File: src/rtl/rfs_pio_pkg.sv
// Shared constants for the rfs PIO input block: register map, edge modes, counter width.
// Latency: n/a (package only).
// Backpressure: n/a (package only).
package rfs_pio_pkg;

    // Avalon word addresses
    localparam logic [1:0] ADDR_DATA  = 2'd0;
    localparam logic [1:0] ADDR_MASK  = 2'd1;
    localparam logic [1:0] ADDR_EDGE  = 2'd2;
    localparam logic [1:0] ADDR_COUNT = 2'd3;

    // EDGE_MODE encodings
    localparam int EDGE_RISE = 0;
    localparam int EDGE_FALL = 1;
    localparam int EDGE_ANY  = 2;

    // Edge-event counter
    localparam int              CNT_W   = 16;
    localparam logic [CNT_W-1:0] CNT_MAX = '1;

endpackage

File: src/rtl/rfs_sync_vec.sv
// Multi-flop synchroniser for a vector of asynchronous inputs.
// Latency: STAGES clocks from i_din to o_dout.
// Backpressure: none, samples every clock.
//
// Ports: clk, reset_n (async active-low), i_din (async inputs), o_dout (synchronised).
module rfs_sync_vec #(
    parameter int WIDTH  = 12,
    parameter int STAGES = 2
) (
    input  logic             clk,
    input  logic             reset_n,
    input  logic [WIDTH-1:0] i_din,
    output logic [WIDTH-1:0] o_dout
);

    logic [STAGES-1:0][WIDTH-1:0] r_ff;

    always_ff @(posedge clk or negedge reset_n) begin
        if (!reset_n) begin
            r_ff <= '0;
        end else begin
            r_ff <= {r_ff[STAGES-2:0], i_din};
        end
    end

    assign o_dout = r_ff[STAGES-1];

endmodule

File: src/rtl/rfs_pio_in_edge.sv
// Avalon-MM input PIO with synchroniser, per-bit edge capture (W1C), IRQ mask and event counter.
// Latency: read data 1 clock after address; in_port to edge_cap/irq SYNC_STAGES+1 clocks.
// Backpressure: none, slave always accepts (no waitrequest).
//
// Ports: clk, reset_n (async active-low); Avalon address/chipselect/write_n/writedata/readdata;
//        in_port (async status inputs); irq (registered level interrupt).
module rfs_pio_in_edge #(
    parameter int WIDTH       = 12,
    parameter int SYNC_STAGES = 2,
    parameter int EDGE_MODE   = 0
) (
    input  logic             clk,
    input  logic             reset_n,
    input  logic [1:0]       address,
    input  logic             chipselect,
    input  logic             write_n,
    input  logic [31:0]      writedata,
    input  logic [WIDTH-1:0] in_port,
    output logic [31:0]      readdata,
    output logic             irq
);

    import rfs_pio_pkg::*;

    // Arming waits for the synchroniser and sync_prev to fill with real samples.
    localparam int ARM_CYCLES = SYNC_STAGES + 1;
    localparam int ARM_W      = $clog2(ARM_CYCLES + 1);

    logic [WIDTH-1:0] w_sync;
    logic [WIDTH-1:0] r_sync_prev;
    logic [WIDTH-1:0] r_edge_cap;
    logic [WIDTH-1:0] r_mask;
    logic [CNT_W-1:0] r_evt_cnt;
    logic [ARM_W-1:0] r_arm_cnt;
    logic [31:0]      r_readdata;
    logic             r_irq;

    logic             w_armed;
    logic             w_wr;
    logic [WIDTH-1:0] w_rise;
    logic [WIDTH-1:0] w_fall;
    logic [WIDTH-1:0] w_edge_sel;
    logic [WIDTH-1:0] w_edge;
    logic             w_any_edge;
    logic [WIDTH-1:0] w_w1c;
    logic [WIDTH-1:0] w_edge_cap_next;
    logic [WIDTH-1:0] w_mask_next;
    logic [CNT_W-1:0] w_cnt_next;
    logic [31:0]      w_rdata;
    logic             w_unused_wdata;

    rfs_sync_vec #(
        .WIDTH  (WIDTH),
        .STAGES (SYNC_STAGES)
    ) u_sync (
        .clk     (clk),
        .reset_n (reset_n),
        .i_din   (in_port),
        .o_dout  (w_sync)
    );

    assign w_armed = (r_arm_cnt == ARM_W'(ARM_CYCLES));
    assign w_wr    = chipselect & ~write_n;

    assign w_rise = w_sync & ~r_sync_prev;
    assign w_fall = ~w_sync & r_sync_prev;

    always_comb begin
        w_edge_sel = w_rise | w_fall;
        case (EDGE_MODE)
            EDGE_RISE: w_edge_sel = w_rise;
            EDGE_FALL: w_edge_sel = w_fall;
            default:   w_edge_sel = w_rise | w_fall;
        endcase
    end

    assign w_edge     = w_armed ? w_edge_sel : '0;
    assign w_any_edge = |w_edge;

    // New edges OR in after the clear, so a same-cycle edge survives its W1C.
    assign w_w1c           = (w_wr && address == ADDR_EDGE) ? writedata[WIDTH-1:0] : '0;
    assign w_edge_cap_next = (r_edge_cap & ~w_w1c) | w_edge;
    assign w_mask_next     = (w_wr && address == ADDR_MASK) ? writedata[WIDTH-1:0] : r_mask;

    // Counter clear restarts at 1 when an edge lands in the same cycle.
    always_comb begin
        w_cnt_next = r_evt_cnt;
        if (w_wr && address == ADDR_COUNT) begin
            w_cnt_next = w_any_edge ? CNT_W'(1) : '0;
        end else if (w_any_edge && r_evt_cnt != CNT_MAX) begin
            w_cnt_next = r_evt_cnt + CNT_W'(1);
        end
    end

    // Read mux uses current register state, i.e. before any same-cycle write.
    always_comb begin
        w_rdata = '0;
        case (address)
            ADDR_DATA:  w_rdata[WIDTH-1:0] = w_sync;
            ADDR_MASK:  w_rdata[WIDTH-1:0] = r_mask;
            ADDR_EDGE:  w_rdata[WIDTH-1:0] = r_edge_cap;
            ADDR_COUNT: w_rdata[CNT_W-1:0] = r_evt_cnt;
            default:    w_rdata = '0;
        endcase
    end

    // Upper writedata bits are unused when WIDTH < 32.
    assign w_unused_wdata = &{1'b0, writedata};

    always_ff @(posedge clk or negedge reset_n) begin
        if (!reset_n) begin
            r_arm_cnt   <= '0;
            r_sync_prev <= '0;
            r_edge_cap  <= '0;
            r_mask      <= '0;
            r_evt_cnt   <= '0;
            r_readdata  <= '0;
            r_irq       <= 1'b0;
        end else begin
            if (!w_armed) begin
                r_arm_cnt <= r_arm_cnt + ARM_W'(1);
            end
            r_sync_prev <= w_sync;
            r_edge_cap  <= w_edge_cap_next;
            r_mask      <= w_mask_next;
            r_evt_cnt   <= w_cnt_next;
            r_readdata  <= w_rdata;
            r_irq       <= |(w_edge_cap_next & w_mask_next);
        end
    end

    assign readdata = r_readdata;
    assign irq      = r_irq;

endmodule

File: config.mk
export PLATFORM = sky130hd
export DESIGN_NAME = rfs_pio_in_edge
export DESIGN_NICKNAME = d
export VERILOG_FILES = /design/src/rtl/rfs_pio_pkg.sv /design/src/rtl/rfs_sync_vec.sv /design/src/rtl/rfs_pio_in_edge.sv
export SDC_FILE = /design/constraint.sdc
export NUM_CORES = 1
export LEC_CHECK = 0
export ABC_AREA = 1
export CAP_MARGIN = 10
export CORE_MARGIN = 3
export CORE_UTILIZATION = 51
export DETAILED_ROUTE_END_ITERATION = 7
export PLACE_DENSITY = 0.86
export SLEW_MARGIN = 0
export SYNTH_ARGS = -nofsm -noshare
export SYNTH_HDL_FRONTEND = slang
export SYNTH_SLANG_ARGS = --single-unit
File: constraint.sdc
create_clock -name clk -period 1.9 [get_ports clk]
set_input_delay 0.285 -clock clk [delete_from_list [all_inputs] [get_ports clk]]
set_output_delay 0.285 -clock clk [all_outputs]
set_load 0.01 [all_outputs]
# Yosys cells after proc, flatten, opt, wreduce, memory -nomap -nowiden
# Cells that the tools add are included.
[totals]
reg_bits = 95
[classes]
n_addsub = 2
n_eq_ne = 5
muxes = 8
bitwise = 8
reduce_logical = 8
[ops]
columns = ["operator", "count"]
rows = [
  ["$pmux W12 S4", 1],
  ["$and A12 B12 Y12", 3],
  ["$mux W12", 3],
  ["$mux W16", 2],
  ["$not A12 Y12", 2],
  ["$reduce_or A12 Y1", 2],
  ["$add A16 B1 Y16 const B", 1],
  ["$ne A16 B16 Y1 const B", 1],
  ["$or A12 B12 Y12", 1],
  ["$eq A2 B2 Y1 const B", 3],
  ["$logic_and A1 B1 Y1", 4],
  ["$mux W4", 1],
  ["$add A2 B1 Y2 const B", 1],
  ["$eq A2 B1 Y1 const B", 1],
  ["$logic_not A2 Y1", 1],
  ["$reduce_bool A2 Y1", 1],
  ["$and A1 B1 Y1", 1],
  ["$mux W1", 1],
  ["$not A1 Y1", 1],
]

# Depth between registers and ports, before layout
# Gate-level depths: netlist (run 1).
[depth]
word_depth = 9
mapped_depth = 10
mapped_depth_nobuf = 10

# Cells and area by module
# Synthesis (run 1) repeated with hierarchy kept, for this count alone.
[hier_totals]
hier_cells = 468
area_unflattened_um2 = 4205.3
[modules_own_cells]
columns = ["module", "instances", "cells_each", "area_each_um2"]
rows = [
  ["rfs_pio_in_edge", 1, 432, 3514.6],
  ["rfs_sync_vec", 1, 36, 690.7],
]

# Worst setup path after synthesis (run 1)
# Ideal clock, no wire load.
[synth_path]
kind = "register to register"
start = "register r_arm_cnt[0]"
end = "register r_evt_cnt[12]"
arrival_time_ns = 1.517
required_ns = 1.783
setup_slack_ns = 0.266
path_stages_with_launch = 11
path_buffers = 1
period_less_slack_ns = 1.634
cell_sequence = "dfrtp_1 > ha_1 > buf_4 > nand3b_1 > nand2_1 > nor2_1 > nand3_1 > nand2_4 > nand2_2 > nand2_1 > nand2_1"
[synth_via]
elab_chain_cells = 5
[synth_lines]
columns = ["element", "line_no", "rtl"]
rows = [
  ["from (decl)", "rfs_pio_in_edge.sv:34", "logic [ARM_W-1:0] r_arm_cnt;"],
  ["from (signal assigned)", "rfs_pio_in_edge.sv:121", "r_arm_cnt <= r_arm_cnt + ARM_W'(1);"],
  ["$eq A2 B2 Y1", "rfs_pio_in_edge.sv:62", "assign w_armed = (r_arm_cnt == ARM_W'(ARM_CYCLES));"],
  ["$mux W12", "rfs_pio_in_edge.sv:77", "assign w_edge = w_armed ? w_edge_sel : '0;"],
  ["$reduce_or A12 Y1", "rfs_pio_in_edge.sv:78", "assign w_any_edge = |w_edge;"],
  ["$logic_and A1 B1 Y1", "rfs_pio_in_edge.sv:90", "end else if (w_any_edge && r_evt_cnt != CNT_MAX) begin"],
  ["$reduce_bool A2 Y1 (no source line)", "-", ""],
  ["to (signal assigned)", "rfs_pio_in_edge.sv:126", "r_evt_cnt <= w_cnt_next;"],
  ["to (decl)", "rfs_pio_in_edge.sv:33", "logic [CNT_W-1:0] r_evt_cnt;"],
]
# Every way passes these cells.
# A chain may end at the register's enable or synchronous reset.

# Final worst setup path (run 1)
[layout_path]
start = "register r_arm_cnt[0]"
end = "register r_evt_cnt[13]"
# Same word-level chain as after synthesis.

==> out/summary.log, run 1 <==
qor: sta.tns 0 ns
qor: worst_setup_path.r2r_cells 9
qor: synth.synth_seq_area_share 58.2%
qor: die.core_area 7770 um2
qor: finish.layout.cells.most_common sky130_fd_sc_hd__nand2_1
qor: finish.final_nets 573
qor: clocking.cts_root_buffer sky130_fd_sc_hd__clkbuf_8
qor: die.ios 83
qor: finish.final_core_utilization 64.1%
qor: worst_hold_path.hold-path-cell-count 1
qor: worst_hold_path.min_from in_port[4]
qor: detailed_routing.initialDrtViolationCount 234
qor: finish.most-common-layout-cells sky130_fd_sc_hd__nand2_1, sky130_fd_sc_hd__dfrtp_1, sky130_fd_sc_hd__nand3_1
qor: synth.synth.cell_area 4080 um2
qor: die.die_w 95.5 um
qor: worst_setup_path.reg2reg_from r_arm_cnt[0]$_DFFE_PN0N_
qor: synth.synth_area_per_cell 9.14 um2
qor: worst_hold_path.worst_hold_path_type primary input to register
qor: worst_setup_path.cp.required 2.16 ns
qor: clocking.cts_tree built
qor: synth.synthFlopType sky130_fd_sc_hd__dfrtp_1
qor: global_routing.grt_pass1_wl 14300 um
qor: die.initial_utilization 52.6%
qor: worst_hold_path.min_delay_worst_endpoint u_sync.r_ff[4]$_DFF_PN0_
qor: sta.final.period_utilization 93.1%
qor: die.dieArea 9120 um2
qor: status.outcome finished clean
qor: clocking.clock_latency 0.36 ns
qor: finish.diodes 0
qor: clocking.clock_sink_count 95
qor: detailed_routing.avgViaCountPerCell 5.22
qor: sta.setup_violations 0
qor: synth.synth_cells 447
qor: finish.drive_gt1_share 11.2%
qor: power.leakage 2.39 nW
qor: detailed_routing.wl_per_cell 13.9 um
qor: detailed_routing.drt_pass1_iterations 5
qor: job.max_cap_violations 0
qor: sta.clock_skew 0.00544 ns
qor: place.placement.cell_area 4760 um2
qor: global_routing.global_route.overflow_total 0
qor: detailed_routing.postRouteAntennaNets 0
qor: sta.tightest_slew 0.837 ns
qor: die.die_height 95.5 um
qor: worst_setup_path.criticalPathCategory register to register
qor: power.power_density 890 nW/um2
qor: finish.postLayoutCellArea 4980 um2
qor: worst_setup_path.critical_path.max_fanout 13
qor: global_routing.grt_start_max_net_pins 40
qor: worst_setup_path.critical_path.cell_chain ha_4, nand3_1, nand2_1, nor2_1, nand3_1, nand2_4, nand2_2, nand2_1, nand2_1
qor: detailed_routing.routed-via-count 3280
qor: worst_setup_path.cp_common_cell sky130_fd_sc_hd__nand2_1
qor: global_routing.initial_antenna_violation_count 0
qor: finish.num-fill-cells 602
qor: clocking.clock_tree.htree_level_count 3
qor: place.port_buffers 46
qor: power.max-vdd-ir-drop 0.547 mV
qor: finish.syn_to_final_growth 22.0%
qor: synth.synth-edff-count 0
qor: clocking.numCtsBuffers 9
qor: global_routing.gr-usage-all-layers 20.7%
qor: place.post-place-ws -0.0795 ns
qor: worst_setup_path.worst_r2r_end r_evt_cnt[13]$_DFFE_PN0P_
qor: sta.grt_setup_unrepaired no
qor: sta.final_hold_viol_count 0
qor: sta.finalWorstPathRequiredPeriod 1.77 ns
qor: worst_setup_path.setup.worst_path.start_class register
qor: sta.timing.hold.ws 0.346 ns
qor: clocking.cts_buffer_depth 2
qor: detailed_routing.remaining_drc_errors 0
qor: global_routing.grt_pass1_vias 3132
qor: sta.final.setup.worst_slack 0.132 ns
qor: worst_setup_path.setup.reg_to_reg.worst_slack 0.13 ns
qor: worst_setup_path.critPathBufInv 0
qor: synth.total_number_of_yosys_warnings 0
qor: synth.count_of_cell_types_in_the_netlist 23
qor: clocking.worst_setup_hold_path_clk_slew 0.10 ns
qor: detailed_routing.total_routed_wirelength 8740 um
qor: place.gp_congestion 0.923
qor: synth.synthArstFlopShare 100%
qor: worst_setup_path.timing.critical_path.slowest_stage_cell sky130_fd_sc_hd__dfrtp_1
qor: sta.finalMaxSlewViolations 0
qor: worst_setup_path.cp_capture_type register
qor: worst_setup_path.data_arrival_time_of_the_critical_path 2.02 ns
qor: sta.maxSlewHeadroom 44.0%
qor: die.placementRows 32
qor: place.detailedPlacementHpwl 6580 um
qor: worst_setup_path.critical_path.top_delay_family simple AND/OR/NAND/NOR gates
qor: synth.synth-seq-cells 95
qor: worst_setup_path.slowest_delay 0.42 ns
qor: sta.max_freq 565 MHz
-- power breakdown --
| part | internal (mW) | total (mW) | switching (mW) |
|---|---|---|---|
| sequential | 2.23 | 2.40 | 0.166 |
| combinational | 0.349 | 0.798 | 0.449 |
| clock | 0.494 | 1.23 | 0.740 |
-- worst max path at each step --
stage | endpoint | cells past startpoint | startpoint | slack [ns]
after floorplan | r_evt_cnt[12]$_DFFE_PN0P_ | 10 | r_arm_cnt[0]$_DFFE_PN0N_ | 0.27
after global placement | readdata[6]$_DFF_PN0_ | 5 | address[1] | -0.03
after detailed placement | readdata[0]$_DFF_PN0_ | 5 | address[1] | -0.08
after CTS | r_evt_cnt[13]$_DFFE_PN0P_ | 9 | r_arm_cnt[0]$_DFFE_PN0N_ | 0.08
after global routing | r_evt_cnt[7]$_DFFE_PN0P_ | 9 | r_arm_cnt[0]$_DFFE_PN0N_ | 0.003
final | r_evt_cnt[13]$_DFFE_PN0P_ | 9 | r_arm_cnt[0]$_DFFE_PN0N_ | 0.13
-- routing by layer --
| layer | GRT usage (%) | vias up | part of all wire (%) |
|---|---|---|---|
| met2 | 34.8 | 131 | 52 |
| met1 | 25.7 | 1585 | 40 |
| met5 | 0 | - | 0 |
| li1 | - | 1545 | - |
| met4 | 11.0 | 0 | 2.4 |
| met3 | 3.39 | 19 | 5.2 |
-- synthesized netlist by cell type, types with 2 or more instances --
library cell                instances  area [um2]
sky130_fd_sc_hd__clkbuf_1           3        11.3
sky130_fd_sc_hd__xor2_1             9        78.8
sky130_fd_sc_hd__nor2_1            28         105
sky130_fd_sc_hd__xnor2_1            3        26.3
sky130_fd_sc_hd__inv_1             24        90.1
sky130_fd_sc_hd__nand2_1          168         631
sky130_fd_sc_hd__o2111ai_1          8        70.1
sky130_fd_sc_hd__nand3b_1           8        60.1
sky130_fd_sc_hd__dfrtp_1           95        2380
sky130_fd_sc_hd__nor2_4             3        33.8
sky130_fd_sc_hd__buf_4             17         128
sky130_fd_sc_hd__nand4_1            6        37.5
sky130_fd_sc_hd__nand3_1           47         235
sky130_fd_sc_hd__nor2_2             3        18.8
sky130_fd_sc_hd__ha_1               2        25.0
sky130_fd_sc_hd__nand2_2            4        25.0
sky130_fd_sc_hd__buf_2              7        35.0
sky130_fd_sc_hd__nor3_1             7        35.0
-- what timing repair did --
item                       CTS  global route
gates cloned                 0             0
hold buffers                 1             0
resized for setup            1             1
setup endpoints to repair   10            11
pin swaps                    0             1
hold endpoints to repair    37             0
setup buffers                0             2
-- sequential cells by signal, indices dropped and copies added (netlist names) --
register	count
r_arm_cnt	2
r_sync_prev	12
u_sync.r_ff	12
r_edge_cap	12
readdata	16
r_mask	12
r_evt_cnt	16
irq	1
u_sync.o_dout	12
-- metrics by stage --
| step | instances | total power [mW] |
|---|---|---|
| 2_1_floorplan | 462 | 2.86 |
| 3_3_place_gp | 609 | 3.18 |
| 3_5_place_dp | 609 | 3.23 |
| 4_1_cts | 626 | 4.45 |
| 5_1_grt | 628 | 4.65 |
| 6_report | 628 | 4.43 |
-- logic make-up (layout without fill, tap and decap cells) --
kind of cell / Yosys count / after routing / share of synthesized area (%)
DFF: 95 / 95 / 58.2
buffers and inverters: 52 / 116 / 6.83
muxes: 1 / 1 / 0.276
xor gates and xnor gates: 12 / 12 / 2.57
AOI/OAI and AO/OA: 8 / 8 / 1.72
other: 1 / 16 / 0.0918
and+or+nand+nor: 276 / 276 / 29.7
adders and majority gates: 2 / 2 / 0.613
-- area by class of cell --
cell class	count	area (um2)	area share (%)
inverters	24	90.1	1.81
clock inverters	6	51.3	1.03
multi-input cells	315	1500	30.0
clock buffers	10	128	2.56
repair buffers	76	711	14.3
well taps	102	128	2.56
flip-flops and latches	95	2380	47.7
No activity file was read; power rests on OpenSTA's default activity.
==> run 2: changes to the inputs <==
--- a/config.mk
+++ b/config.mk
@@ -10,5 +10,5 @@
 export CORE_MARGIN = 3
-export CORE_UTILIZATION = 51
+export CORE_UTILIZATION = 50
 export DETAILED_ROUTE_END_ITERATION = 7
-export PLACE_DENSITY = 0.86
+export PLACE_DENSITY = 0.85
 export SLEW_MARGIN = 0
==> constraint.sdc (replaced) <==
create_clock -name clk -period 1.9 [get_ports clk]
set_input_delay 0.38 -clock clk [delete_from_list [all_inputs] [get_ports clk]]
set_output_delay 0.38 -clock clk [all_outputs]
set_load 0.01 [all_outputs]
==> out/summary.log, run 2 (synthesized netlist as in run 1, its figures left out) <==
qor: finish.num-fill-cells 640
qor: worst_setup_path.r2r_cells 9
qor: job.max_cap_violations 0
qor: global_routing.grt_pass1_vias 3230
qor: finish.finalNonFillerCells 625
qor: worst_setup_path.critical_path.max_fanout 12
qor: clocking.numCtsBuffers 9
qor: die.core_area 7810 um2
qor: place.gp_congestion 0.915
qor: sta.final.period_utilization 94.8%
qor: worst_setup_path.reg2reg_from r_arm_cnt[0]$_DFFE_PN0N_
qor: die.dieArea 9290 um2
qor: place.port_buffers 46
qor: worst_setup_path.cp_capture_type register
qor: clocking.worst_setup_hold_path_clk_slew 0.10 ns
qor: sta.clock_skew 0.00724 ns
qor: clocking.cts_root_buffer sky130_fd_sc_hd__clkbuf_8
qor: finish.diodes 0
qor: worst_setup_path.data_arrival_time_of_the_critical_path 2.05 ns
qor: place.placed_cells 608
qor: die.placementRows 32
qor: global_routing.grt_pass1_wl 14800 um
qor: power.leakage 2.38 nW
qor: worst_setup_path.worst_r2r_end r_evt_cnt[8]$_DFFE_PN0P_
qor: finish.final_nets 570
qor: finish.layout.cells.most_common sky130_fd_sc_hd__nand2_1
qor: sta.final_hold_viol_count 0
qor: die.die_w 96.4 um
qor: sta.max_freq 555 MHz
qor: power.max-vdd-ir-drop 0.627 mV
qor: finish.drive_gt1_share 11.1%
qor: finish.area_used_by_sequential_logic_in_the_layout 2380 um2
qor: worst_hold_path.worst_hold_path_type register to register
qor: worst_setup_path.criticalPathCategory primary input to register
qor: detailed_routing.remaining_drc_errors 0
qor: global_routing.gr-usage-all-layers 20.9%
qor: clocking.clock_latency 0.36 ns
qor: place.placement.cell_area 4740 um2
qor: sta.timing.hold.ws 0.355 ns
qor: finish.syn_to_final_growth 21.3%
qor: sta.maxSlewHeadroom 39.3%
qor: clocking.clock_tree.htree_level_count 3
qor: detailed_routing.total_routed_wirelength 8910 um
qor: sta.finalWorstPathRequiredPeriod 1.80 ns
qor: worst_setup_path.setup.reg_to_reg.worst_slack 0.11 ns
qor: sta.finalMaxSlewViolations 0
qor: die.initial_utilization 52.3%
qor: die.die_height 96.4 um
qor: worst_setup_path.cp.required 2.15 ns
qor: sta.tightest_slew 0.908 ns
qor: detailed_routing.postRouteAntennaNets 0
qor: sta.setup_violations 0
qor: finish.multi_input_comb_area 1490 um2
qor: worst_hold_path.hold-path-cell-count 0
qor: detailed_routing.wl_per_cell 14.3 um
qor: detailed_routing.initialDrtViolationCount 216
qor: clocking.cts_buffer_depth 2
qor: power.power_density 899 nW/um2
qor: clocking.cts_tree built
qor: worst_setup_path.setup.worst_path.start_class primary input
qor: detailed_routing.routed-via-count 3258
qor: global_routing.grt_start_max_net_pins 56
qor: die.ios 83
qor: clocking.cts_post_setup_buffers_inserted 0
qor: worst_hold_path.min_delay_worst_endpoint u_sync.o_dout[1]$_DFF_PN0_
qor: finish.postLayoutCellArea 4950 um2
qor: global_routing.initial_antenna_violation_count 0
qor: worst_hold_path.min_from u_sync.r_ff[1]$_DFF_PN0_
qor: detailed_routing.drt_pass1_iterations 6
qor: clocking.clock_sink_count 95
qor: detailed_routing.avgViaCountPerCell 5.21
qor: finish.most-common-layout-cells sky130_fd_sc_hd__nand2_1, sky130_fd_sc_hd__dfrtp_1, sky130_fd_sc_hd__nand3_1
qor: global_routing.global_route.overflow_total 0
qor: place.detailedPlacementHpwl 6590 um
qor: status.outcome finished clean
## run 2: changes by cell type in the layout (fill, tap and decap cells not counted)
cell,change
sky130_fd_sc_hd__clkbuf_1,-1
sky130_fd_sc_hd__clkbuf_8,+1
sky130_fd_sc_hd__clkinv_4,+2
sky130_fd_sc_hd__clkinvlp_4,-1
sky130_fd_sc_hd__ha_2,+1
sky130_fd_sc_hd__buf_4,-2
sky130_fd_sc_hd__buf_12,-1
sky130_fd_sc_hd__nand3_2,+1
sky130_fd_sc_hd__inv_6,-1
sky130_fd_sc_hd__ha_4,-1
sky130_fd_sc_hd__nand3_1,-1
## run 2: critical path, stage by stage
cell	delay (ns)
sky130_fd_sc_hd__clkdlybuf4s50_1	0.46
sky130_fd_sc_hd__buf_4	0.17
sky130_fd_sc_hd__nor2_1	0.70
sky130_fd_sc_hd__nand2_1	0.14
sky130_fd_sc_hd__o2111ai_1	0.20
## run 2: what timing repair did
action / 4_1_cts / 5_1_grt
gates resized for setup: 1 / 1
gates cloned: 0 / 0
hold buffers: 1 / 0
pin swaps: 0 / 0
hold endpoints to repair: 22 / 0
setup endpoints to repair: 9 / 10
## run 2: worst max path at each step
stage	end	depth (start not counted)	start	slack [ns]
3_5_place_dp	readdata[7]$_DFF_PN0_	5	address[1]	-0.22
6_report	readdata[7]$_DFF_PN0_	5	address[1]	0.1
5_1_grt	r_evt_cnt[2]$_DFFE_PN0P_	9	r_arm_cnt[0]$_DFFE_PN0N_	-0.01
2_1_floorplan	r_evt_cnt[12]$_DFFE_PN0P_	10	r_arm_cnt[0]$_DFFE_PN0N_	0.27
4_1_cts	r_evt_cnt[8]$_DFFE_PN0P_	9	r_arm_cnt[0]$_DFFE_PN0N_	0.10
3_3_place_gp	readdata[7]$_DFF_PN0_	5	address[1]	-0.16
## run 2: cell type report
| type | instances | area share [%] |
|---|---|---|
| timing repair buffer | 73 | 13.6 |
| clock buffer | 10 | 2.78 |
| multi-input combinational | 315 | 30.1 |
| sequential | 95 | 48.0 |
| clock inverter | 6 | 1.06 |
| inverter | 24 | 1.82 |
| tap | 102 | 2.58 |
## run 2: power by group
group / switching (mW) / internal, mW
registers: 0.169 / 2.23
clock network: 0.727 / 0.529
logic: 0.448 / 0.345
total: 1.34 / 3.11
## run 2: through the flow
step / worst slack [ns] / total power, mW / util (%) / TNS (ns)
after CTS: 0.100 / 4.48 / 63.4 / 0
after detailed placement: -0.217 / 3.22 / 60.8 / -2.21
after global placement: -0.161 / 3.18 / 60.8 / -1.66
final: 0.0988 / 4.45 / 63.4 / 0
after floorplan: 0.266 / 2.86 / - / 0
after global routing: -0.0107 / 4.71 / 63.4 / -0.0142
## run 2: metal layers
layer	up-vias	wire (um)	global-route usage, %
met2	160	4560	35.5
li1	1535	-	-
met1	1545	3500	26.0
met3	18	696	4.18
met4	0	149	9.23
met5	-	0	0
==> run 3: changes to the inputs <==
CELL_PAD_IN_SITES_DETAIL_PLACEMENT = 1   (was not set)
CELL_PAD_IN_SITES_GLOBAL_PLACEMENT = 1   (was not set)
CORE_UTILIZATION = 38   (was 50)
PLACE_DENSITY = not set   (was 0.85)
PLACE_DENSITY_LB_ADDON = 0.1   (was not set)
==> out/summary.log, run 3 (synthesized netlist as in run 1, its figures left out) <==
qor: status.outcome finished clean
qor: global_routing.grt_pass1_vias 3492
qor: place.gp_congestion 0.852
qor: power.power_density 888 nW/um2
qor: finish.final_core_utilization 50.9%
qor: detailed_routing.initialDrtViolationCount 127
qor: detailed_routing.remaining_drc_errors 0
qor: global_routing.initial_antenna_violation_count 0
qor: finish.final_nets 593
qor: detailed_routing.wl_per_cell 15.9 um
qor: die.die_w 110 um
qor: clocking.worst_setup_hold_path_clk_slew 0.10 ns
qor: finish.drive_gt1_share 15.2%
qor: clocking.cts_buffer_depth 2
qor: die.placementRows 37
qor: clocking.numCtsBuffers 9
qor: clocking.cts_tree built
qor: detailed_routing.routed-via-count 3266
qor: worst_hold_path.worst_hold_path_type register to register
qor: sta.maxSlewHeadroom 24.9%
qor: clocking.clock_latency 0.37 ns
qor: worst_setup_path.cp_capture_type register
qor: clocking.clock_sink_count 95
qor: finish.diodes 0
qor: finish.most-common-layout-cells sky130_fd_sc_hd__nand2_1, sky130_fd_sc_hd__dfrtp_1, sky130_fd_sc_hd__nand3_1
qor: detailed_routing.drt_pass1_iterations 4
qor: global_routing.grt_pass1_wl 17600 um
qor: worst_setup_path.critical_path.max_fanout 8
qor: die.ios 83
qor: die.die_height 110 um
qor: place.port_buffers 46
qor: sta.setup_violations 0
qor: finish.syn_to_final_growth 29.2%
qor: worst_setup_path.data_arrival_time_of_the_critical_path 2.07 ns
qor: clocking.clock_tree.htree_level_count 3
qor: die.dieArea 12000 um2
qor: finish.layout.cells.most_common sky130_fd_sc_hd__nand2_1
qor: sta.finalMaxSlewViolations 0
qor: worst_setup_path.critical_path.cell_chain ha_4, buf_4, nand3b_1, nand2_1, nor2_2, nand3_2, nand2_4, buf_4, nand3_1, nand2_1
qor: worst_setup_path.setup.worst_path.start_class register
qor: worst_setup_path.slowest_delay 0.42 ns
qor: power.post_layout_power 4.69 mW
qor: sta.final_hold_viol_count 0
qor: power.max-vdd-ir-drop 0.391 mV
qor: sta.tightest_slew 1.12 ns
qor: sta.final.period_utilization 93.1%
qor: sta.clock_skew 0.0124 ns
qor: clocking.cts_root_buffer sky130_fd_sc_hd__clkbuf_8
qor: sta.tns 0 ns
qor: sta.finalWorstPathRequiredPeriod 1.77 ns
qor: worst_setup_path.criticalPathCategory register to register
qor: job.max_cap_violations 0
qor: worst_setup_path.critical_path.top_delay_family simple AND/OR/NAND/NOR gates
qor: global_routing.global_route.overflow_total 0
qor: power.leakage 2.51 nW
qor: worst_setup_path.timing.critical_path.slowest_stage_cell sky130_fd_sc_hd__dfrtp_1
qor: place.detailedPlacementHpwl 7870 um
qor: detailed_routing.postRouteAntennaNets 0
qor: global_routing.grt_start_max_net_pins 36
qor: sta.max_freq 565 MHz
qor: detailed_routing.total_routed_wirelength 10900 um
qor: die.initial_utilization 39.4%
qor: worst_setup_path.critPathBufInv 2
qor: die.core_area 10400 um2
qor: worst_setup_path.cp.required 2.20 ns
qor: global_routing.gr-usage-all-layers 19.7%
qor: detailed_routing.avgViaCountPerCell 4.79
==> run 3: changes by cell type in the layout (fill, tap and decap cells not counted), moves of 3 or more <==
cell,change
sky130_fd_sc_hd__buf_12,+5
sky130_fd_sc_hd__nor2_2,+3
sky130_fd_sc_hd__nor2_1,-3
sky130_fd_sc_hd__buf_4,+17
==> run 3: stage by stage <==
| stage | cells | worst slack, ns | cell area (um2) | hold slack (ns) |
|---|---|---|---|---|
| global route | 682 | -0.0000842 | 5280 | 0.366 |
| floorplan | 462 | 0.266 | 4140 | 0.0844 |
| CTS | 678 | 0.0318 | 5220 | 0.356 |
| detailed placement | 660 | -0.287 | 4970 | 0.336 |
| finish | 682 | 0.130 | 5280 | 0.353 |
| global placement | 660 | -0.201 | 4970 | 0.332 |
==> run 3: layout make-up <==
| cell class | instances | area [um2] |
|---|---|---|
| clock buffer | 12 | 155 |
| clock inverter | 4 | 53.8 |
| fill | 1236 | 5090 |
| inverter | 24 | 90.1 |
| multi-input combinational | 315 | 1510 |
| sequential | 95 | 2380 |
| tap | 136 | 170 |
| timing repair buffer | 96 | 915 |
==> run 3: routing by layer <==
layer | global-route usage [%] | wire length (um) | vias up
met1 | 25.1 | 4790 | 1627
met4 | 7.03 | 190 | 0
li1 | - | - | 1568
met3 | 2.47 | 311 | 15
met2 | 34.5 | 5580 | 56
met5 | 0 | 0 | -
==> run 3: final timing paths <==
kind,from,to,slack (ns),depth (start not counted)
min,u_sync.r_ff[8]$_DFF_PN0_,u_sync.o_dout[8]$_DFF_PN0_,0.35,0
min reg2reg,u_sync.r_ff[8]$_DFF_PN0_,u_sync.o_dout[8]$_DFF_PN0_,0.35,0
max reg2reg,r_arm_cnt[1]$_DFFE_PN0N_,r_evt_cnt[3]$_DFFE_PN0P_,0.13,10
max in group asynchronous,reset_n,r_sync_prev[11]$_DFF_PN0_,0.70,3
max,r_arm_cnt[1]$_DFFE_PN0N_,r_evt_cnt[3]$_DFFE_PN0P_,0.13,10
min in group asynchronous,reset_n,r_evt_cnt[8]$_DFFE_PN0P_,0.50,2
==> run 3: report_power, final <==
group	internal, mW	total, mW	switching, mW
clock network	0.684	1.41	0.730
logic	0.393	0.877	0.484
registers	2.23	2.39	0.161
==> run 3: repair_timing <==
item	in CTS	in global routing
setup buffers	1	4
cloned	0	0
hold endpoints to repair	29	0
endpoints found under the setup margin	15	13
resized for setup	5	3
pin swaps	1	4
hold buffers	1	0
==> run 3: worst register-to-register path, stage by stage (launching register included) <==
cell                       delay (ns)
sky130_fd_sc_hd__dfrtp_1         0.42
sky130_fd_sc_hd__ha_4            0.19
sky130_fd_sc_hd__buf_4           0.16
sky130_fd_sc_hd__nand3b_1        0.10
sky130_fd_sc_hd__nand2_1         0.07
sky130_fd_sc_hd__nor2_2          0.14
sky130_fd_sc_hd__nand3_2         0.13
sky130_fd_sc_hd__nand2_4         0.15
sky130_fd_sc_hd__buf_4           0.18
sky130_fd_sc_hd__nand3_1         0.08
sky130_fd_sc_hd__nand2_1         0.08
